`src/rtl/knn_pkg.sv`:
```
// Shared types and constants for the k-nearest-neighbour selector.
// Optional build macro used by the selector: KNN_DIST_OUT_EN.
package knn_pkg;

  localparam int K_NN        = 5;
  localparam int DIST_W_DEF  = 16;
  localparam int LABEL_W_DEF = 2;

  typedef logic [DIST_W_DEF-1:0]  dist_t;
  typedef logic [LABEL_W_DEF-1:0] label_t;

  localparam dist_t DIST_MAX = '1;

  typedef enum logic [1:0] {
    IDLE    = 2'd0,
    COLLECT = 2'd1,
    DONE    = 2'd2
  } state_e;

  function automatic logic [2:0] sat_inc(input logic [2:0] cnt);
    return (cnt == 3'(K_NN)) ? cnt : cnt + 3'd1;
  endfunction

endpackage

```
`src/rtl/knn_slot_cmp.sv`:
```
// Per-slot comparator: flags that a new sample belongs ahead of this slot.
module knn_slot_cmp #(
  parameter int DIST_W = 16
) (
  input  logic [DIST_W-1:0] slot_dist,
  input  logic [DIST_W-1:0] new_dist,
  output logic              nearer
);

  // Strict compare keeps earlier samples ahead of equal later ones.
  assign nearer = (slot_dist > new_dist);

endmodule

```
`src/rtl/knn_select.sv`:
```
// Streams (distance, label) pairs and keeps a sorted top-5 nearest list.
// Define KNN_DIST_OUT_EN to expose the stored slot distances as dist_nn1..dist_nn5.
module knn_select
  import knn_pkg::*;
#(
  parameter int DIST_W  = 16,
  parameter int LABEL_W = 2
) (
  input  logic               clk,
  input  logic               rst_n,
  input  logic               start,
  input  logic               in_valid,
  output logic               in_ready,
  input  logic [DIST_W-1:0]  in_dist,
  input  logic [LABEL_W-1:0] in_label,
  input  logic               in_last,
  output logic               res_valid,
  input  logic               res_ack,
  output logic [LABEL_W-1:0] label_nn1,
  output logic [LABEL_W-1:0] label_nn2,
  output logic [LABEL_W-1:0] label_nn3,
  output logic [LABEL_W-1:0] label_nn4,
  output logic [LABEL_W-1:0] label_nn5,
`ifdef KNN_DIST_OUT_EN
  output logic [DIST_W-1:0]  dist_nn1,
  output logic [DIST_W-1:0]  dist_nn2,
  output logic [DIST_W-1:0]  dist_nn3,
  output logic [DIST_W-1:0]  dist_nn4,
  output logic [DIST_W-1:0]  dist_nn5,
`endif
  output logic [2:0]         fill_cnt
);

  state_e               state_q, state_d;
  logic [DIST_W-1:0]    dist_q  [K_NN];
  logic [DIST_W-1:0]    dist_d  [K_NN];
  logic [LABEL_W-1:0]   label_q [K_NN];
  logic [LABEL_W-1:0]   label_d [K_NN];
  logic [2:0]           fill_q, fill_d;

  logic [K_NN-1:0]      nearer_s;
  logic [K_NN-1:0]      prev_nearer_s;
  logic [DIST_W-1:0]    src_dist_s  [K_NN];
  logic [LABEL_W-1:0]   src_label_s [K_NN];

  // Slot i takes the new sample when it is the first nearer slot, else its upper neighbour.
  for (genvar g = 0; g < K_NN; g++) begin : g_slot
    knn_slot_cmp #(.DIST_W(DIST_W)) u_cmp (
      .slot_dist (dist_q[g]),
      .new_dist  (in_dist),
      .nearer    (nearer_s[g])
    );
    if (g == 0) begin : g_head
      assign prev_nearer_s[g] = 1'b0;
      assign src_dist_s[g]    = in_dist;
      assign src_label_s[g]   = in_label;
    end else begin : g_tail
      assign prev_nearer_s[g] = nearer_s[g-1];
      assign src_dist_s[g]    = prev_nearer_s[g] ? dist_q[g-1]  : in_dist;
      assign src_label_s[g]   = prev_nearer_s[g] ? label_q[g-1] : in_label;
    end
  end

  // Next-state, insertion and query-clear logic.
  always_comb begin
    state_d = state_q;
    dist_d  = dist_q;
    label_d = label_q;
    fill_d  = fill_q;
    case (state_q)
      IDLE: begin
        if (start) begin
          state_d = COLLECT;
          fill_d  = 3'd0;
          for (int i = 0; i < K_NN; i++) begin
            dist_d[i]  = {DIST_W{1'b1}};
            label_d[i] = {LABEL_W{1'b0}};
          end
        end else begin
          state_d = IDLE;
        end
      end
      COLLECT: begin
        if (in_valid) begin
          fill_d = sat_inc(fill_q);
          for (int i = 0; i < K_NN; i++) begin
            if (nearer_s[i]) begin
              dist_d[i]  = src_dist_s[i];
              label_d[i] = src_label_s[i];
            end else begin
              dist_d[i]  = dist_q[i];
              label_d[i] = label_q[i];
            end
          end
          state_d = in_last ? DONE : COLLECT;
        end else begin
          state_d = COLLECT;
        end
      end
      DONE: begin
        if (res_ack) begin
          state_d = IDLE;
        end else begin
          state_d = DONE;
        end
      end
      default: state_d = IDLE;
    endcase
  end

  // State and slot registers.
  always_ff @(posedge clk or negedge rst_n) begin
    if (!rst_n) begin
      state_q <= IDLE;
      fill_q  <= 3'd0;
      for (int i = 0; i < K_NN; i++) begin
        dist_q[i]  <= {DIST_W{1'b1}};
        label_q[i] <= {LABEL_W{1'b0}};
      end
    end else begin
      state_q <= state_d;
      fill_q  <= fill_d;
      dist_q  <= dist_d;
      label_q <= label_d;
    end
  end

  assign in_ready  = (state_q == COLLECT);
  assign res_valid = (state_q == DONE);
  assign fill_cnt  = fill_q;
  assign label_nn1 = label_q[0];
  assign label_nn2 = label_q[1];
  assign label_nn3 = label_q[2];
  assign label_nn4 = label_q[3];
  assign label_nn5 = label_q[4];
`ifdef KNN_DIST_OUT_EN
  assign dist_nn1  = dist_q[0];
  assign dist_nn2  = dist_q[1];
  assign dist_nn3  = dist_q[2];
  assign dist_nn4  = dist_q[3];
  assign dist_nn5  = dist_q[4];
`endif

endmodule
```
`config.mk`:
```
export PLATFORM = sky130hd
export DESIGN_NAME = knn_select
export DESIGN_NICKNAME = d
export VERILOG_FILES = /design/src/rtl/knn_pkg.sv /design/src/rtl/knn_slot_cmp.sv /design/src/rtl/knn_select.sv
export SDC_FILE = /design/constraint.sdc
export NUM_CORES = 1
export LEC_CHECK = 0
export BUFFER_PORTS_ARGS = -buffer_cell sky130_fd_sc_hd__buf_4
export CORE_ASPECT_RATIO = 1.4
export CORE_UTILIZATION = 57
export DETAILED_ROUTE_END_ITERATION = 8
export GPL_ROUTABILITY_DRIVEN = 0
export HOLD_SLACK_MARGIN = 0.03
export PLACE_DENSITY = 0.82
export SETUP_SLACK_MARGIN = 0.5
export SLEW_MARGIN = 15
export SYNTH_ARGS = -nofsm -noshare
export SYNTH_HDL_FRONTEND = slang
export SYNTH_HIERARCHICAL = 1
export SYNTH_SLANG_ARGS = --single-unit
```
`constraint.sdc`:
```
create_clock -name clk -period 2.3 [get_ports clk]
set_input_delay 0 -clock clk [delete_from_list [all_inputs] [get_ports clk]]
set_output_delay 0 -clock clk [all_outputs]
set_load 0.01 [all_outputs]
```
==> impl_metrics.py <==
metrics = {
    "timing": {
        "finalSetupViolCount": 90,
        "fmax_ghz": 0.349,
        "maxSlewViolCount": 0,
        "grt_setup_unrepaired": "true",
        "setup_ws_ns": -0.564,
        "post-route-min-period_ns": 2.86,
        "worst_clock_skew_ns": 0.0171,
        "hold_violations": 0,
        "period_share": 1.25,
        "relSlewSlack": 0.470,
        "worst_pin_slew_ns": 0.794,
    },
    "setup_path": {
        "critPathKind": "reg2reg",
        "crit_arrival_ns": 3.11,
        "critPathMaxFanout": 9,
        "worstSetupEndpointType": "flip-flop",
        "cp_slowest_cell": "dfstp_2",
        "required_ns": 2.55,
        "crit-reg2reg-launch": "dist_q[79]",
        "critPathLaunch": "dist_q[79]",
        "slowest_delay_ns": 0.58,
        "cp-start-kind": "flip-flop",
        "crit_chain": "ha_4 -> nand4_1 -> buf_4 -> nor4_4 -> a21boi_2 -> o31a_1 -> buf_12 -> nand4b_4 -> buf_12 -> nand2_8 -> nor2_2 -> a21oi_1",
        "cpMostUsedCell": "buf_12",
    },
    "floorplanning": {
        "rows": 48,
        "pin_count": 39,
        "die_area_um2": 13100,
        "die-height_um": 135,
        "start_util": 0.585,
        "core_area_um2": 12300,
        "die_x_um": 97.0,
    },
    "routing": {
        "drt_pass1_iterations": 4,
        "drt_iter0_markers": 690,
        "drc": 0,
        "wl_per_cell_um": 25.2,
        "via_per_inst": 6.59,
        "totalWireLength_mm": 25.9,
        "vias": 6757,
        "ant_nets": 0,
    },
    "global_route": {
        "grt_pass1_vias": 6602,
        "grt_pass1_wl_mm": 34.2,
        "grt_max_degree": 55,
        "grt_use_total": 0.335,
        "grt.overflow.total": 0,
        "antenna_found_initial": 0,
    },
    "outcome": {
        "outcome": "finished, violations left",
        "violations": "setup timing",
    },
    "run": {
        "maxCapViolCount": 0,
    },
    "final_layout": {
        "final_cells": 1025,
        "num_antenna_cells": 0,
        "design_area_um2": 10100,
        "multi_input_area_um2": 5280,
        "finish.utilization": 0.818,
        "final_nets": 976,
        "area_growth_pct": 40.0,
        "drive_gt1_frac": 0.542,
        "nFillCells": 550,
        "seq_area_um2": 2480,
    },
    "pwr": {
        "p_leak_uw": 0.00431,
        "vdd_ir_drop_max_v": 0.000878,
        "power.density_nw_per_um2": 1360,
        "power_uw": 13700,
    },
    "logic_synthesis": {
        "async_flop_share": 1.00,
        "synth_most_common_cell": "inv_1",
        "synth_commonest_cells": "inv_1, ha_1, dfstp_2, mux2i_1, nor2_1",
        "synth.area.top_cells": "dfstp_2, ha_1, mux2i_1",
        "synth_edf_count": 0,
        "synth_top_area_frac": 0.292,
        "syn_nets": 832,
        "yosysSeqAreaShare": 0.344,
        "yosysTopAreaCell": "dfstp_2",
        "synth_cells": 726,
        "yosys_warnings": 6,
        "synth_top_flop_cell": "dfstp_2",
        "synth_area_um2": 7200,
        "synth.distinct_cells": 39,
        "ys_ff_latch": 95,
        "syn_avg_cell_area_um2": 9.92,
    },
    "placement": {
        "port_buffers": 38,
        "place_inst": 953,
        "place_ws_ns": -0.256,
        "placed_area_um2": 8480,
        "hpwl_mm": 12.5,
    },
    "cts": {
        "clk_pin_slew_ns": 0.09,
        "cts_buffer_depth": 2,
        "cts_buffers": 9,
        "cts.sinks": 95,
        "cts_tree": "yes",
        "h-tree-depth": 3,
        "clockRootBuffer": "clkbuf_16",
        "clkLatencyLatePin_ns": 0.36,
    },
    "hold_path": {
        "hold_class": "in2reg",
        "hold_start": "in_dist[3]",
    },
}
-- worst max-delay path: cells and delay by family (launching register included) --
kind | cells | cell delay (ns)
AND/OR/NAND/NOR | 5 | 0.76
flip-flops | 1 | 0.58
buffers and inverters | 3 | 0.52
AO/OA/AOI/OAI | 3 | 0.72
adder cells (fa/ha/maj) | 1 | 0.16
-- cell usage in the layout (no fill, tap or decap), types with 14 or more instances in the layout --
cell type        n
a21oi_1         21
a21oi_2         25
a31oi_2         34
a31oi_4         19
buf_4          118
buf_6           14
dfrtp_1         14
dfstp_2         80
dlygate4sd3_1   18
ha_1            49
ha_4            33
inv_1           93
mux2i_1         45
nand2_1         16
nand4_1         16
nor2_1          49
nor2_2          44
-- logic make-up after synthesis --
logic type | Yosys count | share of synthesized area
buf+inv | 131 | 0.0923
mux | 72 | 0.101
flops | 95 | 0.344
compound gates | 158 | 0.171
simple gates | 188 | 0.149
fa+ha+maj | 82 | 0.143
-- power breakdown --
group	leakage (µW)	internal [µW]	switching, µW
registers	0.00104	2860	818
logic	0.00312	3950	4450
clock network	0.000149	909	733
-- final timing paths --
check / endpoint / slack, ns / depth (start not counted)
worst max-delay path: dist_q[66] / -0.56 / 12
worst min-delay path: dist_q[67] / 0.05 / 3
worst max register to register: dist_q[66] / -0.56 / 12
worst min register to register: label_nn5[1] / 0.53 / 2
max in group asynchronous: dist_q[45] / 1.24 / 3
min in group asynchronous: label_nn5[0] / 0.25 / 2
-- through the flow --
stage	hold slack, ns	setup TNS, ns
6_report	0.0507	-30.87
5_1_grt	0.0577	-35.34
4_1_cts	0.0339	-11.95
3_5_place_dp	0.0922	-13.55
3_3_place_gp	0.0822	-7.05
2_1_floorplan	-0.296	0
-- registers in the layout, indices dropped and copies added, names as in the netlist --
name       flops
label_nn2      2
label_nn1      2
dist_q        80
label_nn4      2
label_nn5      2
state_q        2
fill_cnt       3
label_nn3      2
-- cell type report --
class / instances / share of cell area
timing repair buffer: 161 / 0.146
inverter: 94 / 0.0350
tap: 150 / 0.0186
clock buffer: 12 / 0.0255
clock inverter: 4 / 0.00509
sequential: 95 / 0.246
multi-input combinational: 509 / 0.524
-- layer usage --
layer | track usage | vias to the layer above | share of wire
met1 | 0.368 | 3301 | 0.34
met3 | 0.0352 | 165 | 0.071
met4 | 0.167 | 0 | 0.076
li1 | - | 2872 | -
met5 | 0 | - | 0
met2 | 0.637 | 419 | 0.51
-- timing repair --
item,in CTS,in global routing
gates cloned,10,2
setup buffers,13,13
hold buffers,18,0
hold endpoints to repair,29,0
pin swaps,24,13
gates resized for setup,57,67
endpoints found under the setup margin,91,92
Power figures use the tool's default switching activity.
